File: src/rtl/cdb_pkg.sv
// Shared types and constants for the common data bus arbiter.
// Holds default result widths, the queued result entry type and the
// requester index map (alu1, alu2, ld1, ld2).
package cdb_pkg;

  localparam int CDB_TAG_W  = 5;
  localparam int CDB_DATA_W = 32;

  typedef struct packed {
    logic [CDB_TAG_W-1:0]  tag;
    logic [CDB_DATA_W-1:0] data;
  } cdb_entry_t;

  localparam int REQ_ALU1 = 0;
  localparam int REQ_ALU2 = 1;
  localparam int REQ_LD1  = 2;
  localparam int REQ_LD2  = 3;

endpackage

File: src/rtl/cdb_hold_fifo.sv
// Per-requester holding queue: DEPTH entries of cdb_entry_t with a
// registered occupancy count. Callers only push when count < DEPTH and only
// pop when count > 0; flush empties the queue and wins over push/pop.
module cdb_hold_fifo
  import cdb_pkg::*;
#(
  parameter int DEPTH = 2,
  localparam int CW = $clog2(DEPTH + 1),
  localparam int PW = (DEPTH > 1) ? $clog2(DEPTH) : 1
) (
  input  logic          clk,
  input  logic          rst,
  input  logic          flush,
  input  logic          push,
  input  cdb_entry_t    push_entry,
  input  logic          pop,
  output cdb_entry_t    head,
  output logic [CW-1:0] count
);

  cdb_entry_t    r_mem [DEPTH];
  logic [PW-1:0] r_rd_ptr;
  logic [PW-1:0] r_wr_ptr;
  logic [CW-1:0] r_count;

  function automatic logic [PW-1:0] ptr_inc(input logic [PW-1:0] p);
    return (p == PW'(DEPTH - 1)) ? '0 : p + 1'b1;
  endfunction

  // Pointer and occupancy tracking; flush drops everything held.
  always_ff @(posedge clk or negedge rst) begin
    if (!rst) begin
      r_rd_ptr <= '0;
      r_wr_ptr <= '0;
      r_count  <= '0;
    end else if (flush) begin
      r_rd_ptr <= '0;
      r_wr_ptr <= '0;
      r_count  <= '0;
    end else begin
      if (push) r_wr_ptr <= ptr_inc(r_wr_ptr);
      if (pop)  r_rd_ptr <= ptr_inc(r_rd_ptr);
      case ({push, pop})
        2'b10:   r_count <= r_count + 1'b1;
        2'b01:   r_count <= r_count - 1'b1;
        default: r_count <= r_count;
      endcase
    end
  end

  // Storage array; contents need no reset because count gates every read.
  always_ff @(posedge clk) begin
    if (push && !flush) r_mem[r_wr_ptr] <= push_entry;
  end

  assign head  = r_mem[r_rd_ptr];
  assign count = r_count;

endmodule

File: src/rtl/cdb_arbiter.sv
// Round-robin arbiter driving NUM_BUS common data buses from NUM_REQ result
// producers, each buffered by a small holding queue. Bus outputs are
// registered. Optional build macro: CDB_BYPASS_EN lets a result arriving at
// an empty queue compete for a bus in the same cycle it is presented.
module cdb_arbiter
  import cdb_pkg::*;
#(
  parameter int NUM_REQ = 4,
  parameter int NUM_BUS = 2,
  parameter int TAG_W   = CDB_TAG_W,
  parameter int DATA_W  = CDB_DATA_W,
  parameter int DEPTH   = 2,
  localparam int SW = (NUM_REQ > 1) ? $clog2(NUM_REQ) : 1
) (
  input  logic                      clk,
  input  logic                      rst,
  input  logic                      flush,
  input  logic [NUM_REQ-1:0]        req_valid,
  output logic [NUM_REQ-1:0]        req_ready,
  input  logic [NUM_REQ*TAG_W-1:0]  req_tag,
  input  logic [NUM_REQ*DATA_W-1:0] req_data,
  output logic [NUM_BUS-1:0]        bus_valid,
  output logic [NUM_BUS*TAG_W-1:0]  bus_tag,
  output logic [NUM_BUS*DATA_W-1:0] bus_data,
  output logic [NUM_BUS*SW-1:0]     bus_src
);

  localparam int CW = $clog2(DEPTH + 1);
  localparam int RW = SW + 1;

  logic [CW-1:0]     w_count    [NUM_REQ];
  cdb_entry_t        w_head     [NUM_REQ];
  cdb_entry_t        w_in_entry [NUM_REQ];
  logic [NUM_REQ-1:0] w_accept;
  logic [NUM_REQ-1:0] w_cand;
  logic [NUM_REQ-1:0] w_from_in;
  logic [NUM_REQ-1:0] w_gnt_req;
  logic [SW-1:0]     w_pos      [NUM_REQ];
  logic [RW-1:0]     w_rank     [NUM_REQ];
  logic [NUM_BUS-1:0] w_gnt;
  logic [SW-1:0]     w_gnt_src  [NUM_BUS];
  cdb_entry_t        w_gnt_entry[NUM_BUS];
  logic [SW-1:0]     w_rr_next;
  logic [SW-1:0]     w_last_pos;

  logic [SW-1:0]     r_rr_ptr;
  logic [NUM_BUS-1:0] r_bus_valid;
  logic [TAG_W-1:0]  r_bus_tag  [NUM_BUS];
  logic [DATA_W-1:0] r_bus_data [NUM_BUS];
  logic [SW-1:0]     r_bus_src  [NUM_BUS];

  for (genvar gi = 0; gi < NUM_REQ; gi++) begin : g_req
    // Ready looks only at registered occupancy, so grant never feeds ready.
    assign req_ready[gi]  = (w_count[gi] < CW'(DEPTH)) && !flush;
    assign w_accept[gi]   = req_valid[gi] && req_ready[gi];
    assign w_in_entry[gi] = '{tag:  req_tag[gi*TAG_W +: TAG_W],
                              data: req_data[gi*DATA_W +: DATA_W]};
`ifdef CDB_BYPASS_EN
    assign w_from_in[gi]  = (w_count[gi] == '0);
    assign w_cand[gi]     = (w_count[gi] != '0) || w_accept[gi];
`else
    assign w_from_in[gi]  = 1'b0;
    assign w_cand[gi]     = (w_count[gi] != '0);
`endif

    cdb_hold_fifo #(.DEPTH(DEPTH)) u_fifo (
      .clk        (clk),
      .rst        (rst),
      .flush      (flush),
      .push       (w_accept[gi] && !(w_gnt_req[gi] && w_from_in[gi])),
      .push_entry (w_in_entry[gi]),
      .pop        (w_gnt_req[gi] && !w_from_in[gi]),
      .head       (w_head[gi]),
      .count      (w_count[gi])
    );
  end

  // Round-robin grant: rank each candidate by its scan distance from
  // rr_ptr; the NUM_BUS lowest ranks win and rank selects the bus.
  always_comb begin
    w_gnt_req  = '0;
    w_gnt      = '0;
    w_rr_next  = r_rr_ptr;
    w_last_pos = '0;
    for (int b = 0; b < NUM_BUS; b++) begin
      w_gnt_src[b]   = '0;
      w_gnt_entry[b] = '0;
    end
    for (int i = 0; i < NUM_REQ; i++) begin
      w_pos[i]  = SW'((i + NUM_REQ - int'(r_rr_ptr)) % NUM_REQ);
      w_rank[i] = '0;
    end
    for (int i = 0; i < NUM_REQ; i++) begin
      for (int j = 0; j < NUM_REQ; j++) begin
        if (w_cand[j] && (w_pos[j] < w_pos[i])) w_rank[i] = w_rank[i] + 1'b1;
      end
    end
    for (int i = 0; i < NUM_REQ; i++) begin
      w_gnt_req[i] = w_cand[i] && (w_rank[i] < RW'(NUM_BUS));
      if (w_gnt_req[i]) begin
        for (int b = 0; b < NUM_BUS; b++) begin
          if (w_rank[i] == RW'(b)) begin
            w_gnt[b]       = 1'b1;
            w_gnt_src[b]   = SW'(i);
            w_gnt_entry[b] = w_from_in[i] ? w_in_entry[i] : w_head[i];
          end
        end
        if (w_pos[i] >= w_last_pos) begin
          w_last_pos = w_pos[i];
          w_rr_next  = SW'((i + 1) % NUM_REQ);
        end
      end
    end
  end

  // Bus registers and rotation pointer; unused buses keep their last payload.
  always_ff @(posedge clk or negedge rst) begin
    if (!rst) begin
      r_rr_ptr    <= '0;
      r_bus_valid <= '0;
      for (int b = 0; b < NUM_BUS; b++) begin
        r_bus_tag[b]  <= '0;
        r_bus_data[b] <= '0;
        r_bus_src[b]  <= '0;
      end
    end else if (flush) begin
      r_rr_ptr    <= '0;
      r_bus_valid <= '0;
    end else begin
      r_rr_ptr    <= w_rr_next;
      r_bus_valid <= w_gnt;
      for (int b = 0; b < NUM_BUS; b++) begin
        if (w_gnt[b]) begin
          r_bus_tag[b]  <= w_gnt_entry[b].tag;
          r_bus_data[b] <= w_gnt_entry[b].data;
          r_bus_src[b]  <= w_gnt_src[b];
        end
      end
    end
  end

  assign bus_valid = r_bus_valid;
  for (genvar gb = 0; gb < NUM_BUS; gb++) begin : g_bus
    assign bus_tag[gb*TAG_W +: TAG_W]    = r_bus_tag[gb];
    assign bus_data[gb*DATA_W +: DATA_W] = r_bus_data[gb];
    assign bus_src[gb*SW +: SW]          = r_bus_src[gb];
  end

endmodule

File: config.mk
export PLATFORM = sky130hd
export DESIGN_NAME = cdb_arbiter
export DESIGN_NICKNAME = d
export VERILOG_FILES = /design/src/rtl/cdb_pkg.sv /design/src/rtl/cdb_hold_fifo.sv /design/src/rtl/cdb_arbiter.sv
export SDC_FILE = /design/constraint.sdc
export NUM_CORES = 1
export LEC_CHECK = 0
export CORE_MARGIN = 2
export CORE_UTILIZATION = 50
export DETAILED_ROUTE_END_ITERATION = 10
export PLACE_DENSITY_LB_ADDON = 0.25
export SYNTH_ARGS = -nofsm -noshare
export SYNTH_HDL_FRONTEND = slang
export SYNTH_SLANG_ARGS = --single-unit
export TNS_END_PERCENT = 5
File: constraint.sdc
create_clock -name clk -period 5.1 [get_ports clk]
set_clock_uncertainty 0.05 [all_clocks]
set_input_delay 1.53 -clock clk [delete_from_list [all_inputs] [get_ports clk]]
set_output_delay 1.53 -clock clk [all_outputs]
set_load 0.02 [all_outputs]
==> reports/metrics.cfg <==
[sta]
fin_crit_ns=4.65
hold_viol=0
fin_ws_ns=0.455
worst_pin_slew_ns=1.18
setup_viol=0
fmax_ghz=0.215
slew_headroom_pct=20.8
rsz0062_at_grt=no
fin_crit_sh_pct=91.1
setup_tns_ns=0
slew_viol_final=0
fin_hold_ws_ns=0.431

[clock_tree]
cts_resized=0
holdBufCountCts=0
postCtsSetupBuffers=0
cts.clk_slew.worst_paths_ns=0.06
cts_tree=built
htreeDepth=2
clkSinkCount=394
clock-root-buffer=clkbuf_16
cts_made_buffers=40
clk_path_buf_depth=3
clk_latency_ns=0.53

[logic_synthesis]
synthTopCellsByCount=296 x edfxtp_1, 150 x mux2_2, 98 x dfrtp_1, 92 x a21oi_1, 69 x nor2_1
ys_top_cells_by_area=edfxtp_1 52%, dfrtp_1 14%, mux2_2 9.8%
postSynthCellCount=1231
synth.distinct_cells=50
yosysWarnings=0
seq_area_frac_synth_pct=65.8
synth_flop_cell=edfxtp_1
yosysMostFrequentCell=edfxtp_1
ys_ff_latch=394
synthArstFlopShare_pct=24.9
synth_edf_count=296
synth_top_area_share_pct=51.6
syn_avg_cell_area_um2=14.0
syn-num-nets=1408
netlist_area_um2=17200
yosys.area.top_type=edfxtp_1

[power]
switchingPower_mw=3.18
irDropWorstVdd_uv=238
finalPower_mw=10.1
p_seq_share_pct=42.0
swShare_pct=31.5
power_frac_comb_pct=28.9
clkPwrFrac_pct=29.1
power_density_nw_per_um2=470
intPower_mw=6.90
p_leak_nw=7.87

[global_route]
grt_usage_pct=26.0
grt_pass1_wl_um=70000
grt_antenna_before_repair=5
grt_overflow=0
grt_pass1_vias=11778
grt_max_degree=53

[placement]
port_buffers=238
gp_congestion=0.890
dpl.hpwl_um=30400
dp_slack_ns=0.420

[worst_setup_path]
path_class=in -> out
critPathMostFrequentCell=clkdlybuf4s50_1
cp_slowest_cell=clkdlybuf4s50_1
rr_startpoint=r_rr_ptr[0]
crit_required_ns=3.52
cp-start-kind=input port
path_cells=clkdlybuf4s50_1 > nor2_1 > clkdlybuf4s50_1
worstPathMaxFanout=9
arrival_ns=3.07
critPathLaunch=flush
critPathMaxStageDelay_ns=0.64
end_kind=output port

[drt]
drc=0
wire_per_inst_um=24.3
drt-total-wl_um=47100
drt-initial-drc-count=1129
drt_pass1_iterations=5
viasPerCell=6.02
vias=11642
final_antenna_net_count=0

[floorplanning]
core-area_um2=33700
ios=239
fp.dieW_um=190
die_h_um=190
die-area_um2=36000
initial_utilization_pct=51.1
rows=67

[cells_and_area]
nFillCells=2490
syn2layout_area_growth_pct=24.5
finalNetCount=1628
drive_above_1_share_pct=19.0
fin_util_pct=63.7

[outcome]
status=finished, final reports clean

[worst_hold_path]
min_from=bus_data[21]
hold_path_class=reg -> reg

[job]
maxCapViolCount=0

per-stage QoR:
step | cell area [µm²] | std cells
after CTS | 21400 | 1930
after global routing | 21500 | 1934
final | 21500 | 1934
after detailed placement | 20100 | 1857
after floorplan | 17200 | 1231
after global placement | 20100 | 1857
power by group through the flow:
stage                     Clock, mW  Combinational (mW)  Sequential [mW]
after floorplan                   0                1.41             4.45
after global placement            0                2.81             4.29
after detailed placement          0                2.88             4.29
final                          2.94                2.91             4.23
after CTS                      2.97                2.90             4.23
after global routing           3.09                3.12             4.27
registers in the layout, summed over array words and instances (netlist names):
signal,cells
bus_src,4
g_req.u_fifo.r_mem,296
bus_tag,10
bus_valid,2
g_req.u_fifo.r_rd_ptr,4
g_req.u_fifo.count,8
g_req.u_fifo.r_wr_ptr,4
bus_data,64
r_rr_ptr,2
worst paths after layout:
| kind | end | cells after the start | slack (ns) |
|---|---|---|---|
| max | req_ready[1] | 3 | 0.45 |
| min reg2reg | bus_data[21] | 2 | 0.43 |
| min in group asynchronous | bus_data[8] | 1 | 0.97 |
| max reg2reg | r_rr_ptr[1] | 18 | 0.63 |
| max in group asynchronous | bus_src[2] | 2 | 3.18 |
| min | bus_data[21] | 2 | 0.43 |
cells by family (layout without fill, tap and decap cells):
group | count (synthesis) | in the layout | share of synthesized area [%]
other | 0 | 4 | 0
muxes | 151 | 151 | 9.86
adders and majority gates | 22 | 22 | 1.77
xor gates and xnor gates | 8 | 8 | 0.407
AOI/OAI and AO/OA | 354 | 354 | 13.8
buffers and inverters | 106 | 357 | 2.73
DFF | 394 | 394 | 65.8
and+or+nand+nor | 196 | 196 | 5.62
final cells by class:
| class | instances | area, µm² | share of cell area [%] |
|---|---|---|---|
| clock buffers | 53 | 1070 | 4.99 |
| inverters | 23 | 87.6 | 0.408 |
| well taps | 448 | 561 | 2.61 |
| multi-input cells | 731 | 5500 | 25.7 |
| flip-flops and latches | 394 | 11300 | 52.9 |
| clock inverters | 20 | 236 | 1.10 |
| diodes | 4 | 10.0 | 0.0467 |
| repair buffers | 261 | 2640 | 12.3 |
per-layer routing:
layer  track usage (%)  wire length (µm)
met5                 0                13
met4              9.45              1480
met3              4.39              3780
met2              42.5             22300
met1              35.4             19500
layout by cell type, fill, tap and decap left out, drive strengths merged, types with 7 or more instances in the layout:
master	netlist	layout
edfxtp	296	296
clkdlybuf4s50	0	237
mux2	150	150
dfrtp	98	98
a21oi	92	92
nor2	69	69
nand2	55	55
o21ai	55	55
clkbuf	54	53
o21bai	39	39
o22ai	39	39
a21o	38	38
a221oi	37	37
nor3b	37	37
o31ai	37	37
buf	29	24
inv	22	23
ha	18	18
clkinv	1	15
nand2b	7	7
critical path: cells and delay by family:
kind                   cells  cell delay, ns
buffers and inverters      2            1.27
and+or+nand+nor            1            0.26
Power figures use the tool's default switching activity.
==> edit: new RTL, same flow settings <==
Build with the macro `CDB_BYPASS_EN` defined.
--- a/src/rtl/cdb_arbiter.sv
+++ b/src/rtl/cdb_arbiter.sv
@@ -4,2 +4,4 @@
 // an empty queue compete for a bus in the same cycle it is presented.
+`define CDB_BYPASS_EN
+
 module cdb_arbiter
Formal check against the unedited RTL: not equivalent (a bounded check fails within 4 cycles, from zero or initial values and one cycle with rst low).
==> edit against the unedited design <==
Sequential cell count unchanged; area after synthesis increased by 13%; die area increased by 12%; routed wire length increased by 28%; core utilization decreased by 0.93 points; largest power group unchanged; final area increased by 12%; power increased by 1.9%; sequential power decreased by 1%; combinational power about the same; worst setup slack got worse by 0.23 ns; cell count increased by 29%.
==> edit: results (changes against the unedited design) <==
metric,value,unit,change
hpwl,41.9,mm,+38%
place_congestion,0.915,,+2.8%
synth_fa_ha_area_frac,0.0157,,-0.00200
worst_pin_slew,0.975,ns,-0.207 ns
yosys.cell_types.count,55,,+10%
drive_gt1_frac,0.0977,,-0.0919
vias,15200,,+30%
track_usage,0.293,,+0.0332
fin_crit_sh,0.956,,+0.0456
grt_pass1_wl,89.3,mm,+27%
placed_area,22700,sq um,+13%
whs_path_depth,1,,-1
cpPeakStageDelay,0.68,ns,+0.04 ns
post-place-ws,-0.456,ns,-0.876 ns
synthMuxAreaShare,0.0807,,-0.0180
wl_met2,27.1,mm,+21%
post_drt_wl_per_cell,24.2,microns,-0.70%
ir_drop,0.000321,V,+35%
antenna_found_initial,0,,-5
synth_seq_area_share,0.584,,-0.0742
synthTopCellsByArea,"edfxtp_1 (46%), dfrtp_1 (13%), mux2i_1 (7.8%)",,
first_iter_violations,1688,,+50%
worst-path-max-fanout,80,,+71
clk_latency,0.59,ns,+0.06 ns
antenna_cells,0,,-4
fillCellCount,3065,,+23%
vias_per_cell,6.09,,+1.1%
cp_slowest_cell,buf_4,,
grt_max_degree,82,,+55%
met1_length,25.1,mm,+29%
status,"finished, final reports clean",,
final_net_count,2118,,+30%
synth_xor_area_frac,0.00406,,-0.00000757
synthTopCellsByCount,"edfxtp_1 (296), nor2_1 (286), a21oi_1 (203), nor3_1 (153), mux2i_1 (152)",,
gr-usage-met2,0.443,,+0.0183
gr-usage-met1,0.419,,+0.0652
grt_pass1_vias,14300,,+21%
top_layer_used,met4,,
syn_nets,1899,,+35%
syn_inst,1722,,+40%
[edit: cell types whose count changed after synthesis, sizes merged, moves of 38 or more]
| cell | before | now |
|---|---|---|
| a2bb2oi | 0 | 74 |
| nor2 | 69 | 289 |
| mux2 | 150 | 4 |
| nor3 | 2 | 153 |
| a21oi | 92 | 203 |
| buf | 29 | 67 |
| o21bai | 39 | 1 |
| o31ai | 37 | 75 |
| mux2i | 1 | 152 |
| o22ai | 39 | 0 |
[edit: what timing repair did]
| item | CTS | global route |
|---|---|---|
| setup endpoints to repair | 0 | 2 |
| gates resized for setup | 0 | 5 |
| buffers inserted | 0 | 2 |
| hold buffers | 0 | 0 |
[edit: worst paths after layout]
| check | start | to | slack [ns] |
|---|---|---|---|
| worst max-delay path | flush | req_ready[0] | 0.22 |
| worst min-delay path | bus_data[50] | bus_data[50] | 0.50 |
| worst max register to register | r_rr_ptr[0] | r_rr_ptr[1] | 0.80 |
| worst min register to register | bus_data[50] | bus_data[50] | 0.50 |
| max in group asynchronous | rst | bus_tag[2] | 3.15 |
| min in group asynchronous | rst | g_req[2].u_fifo.count[0] | 0.95 |
[edit: final cells by class]
cell class	count	area, sq um	area share
Sequential cell	394	11300	0.470
Multi-Input combinational cell	1163	7470	0.309
Timing Repair Buffer	322	3180	0.132
Clock buffer	55	1140	0.0473
Tap cell	518	648	0.0269
Clock inverter	23	285	0.0118
Inverter	18	67.6	0.00280
[edit: power by group]
group	leakage [nW]	internal (mW)	switching (mW)
registers	3.84	3.81	0.377
clock network	0.691	1.89	1.29
logic	3.65	1.35	1.57
total	8.18	7.04	3.23
[edit: worst max-delay path: cells and delay by family]
kind	cells	cell delay [ns]
buffers and inverters	4	1.55
and+or+nand+nor	1	0.20
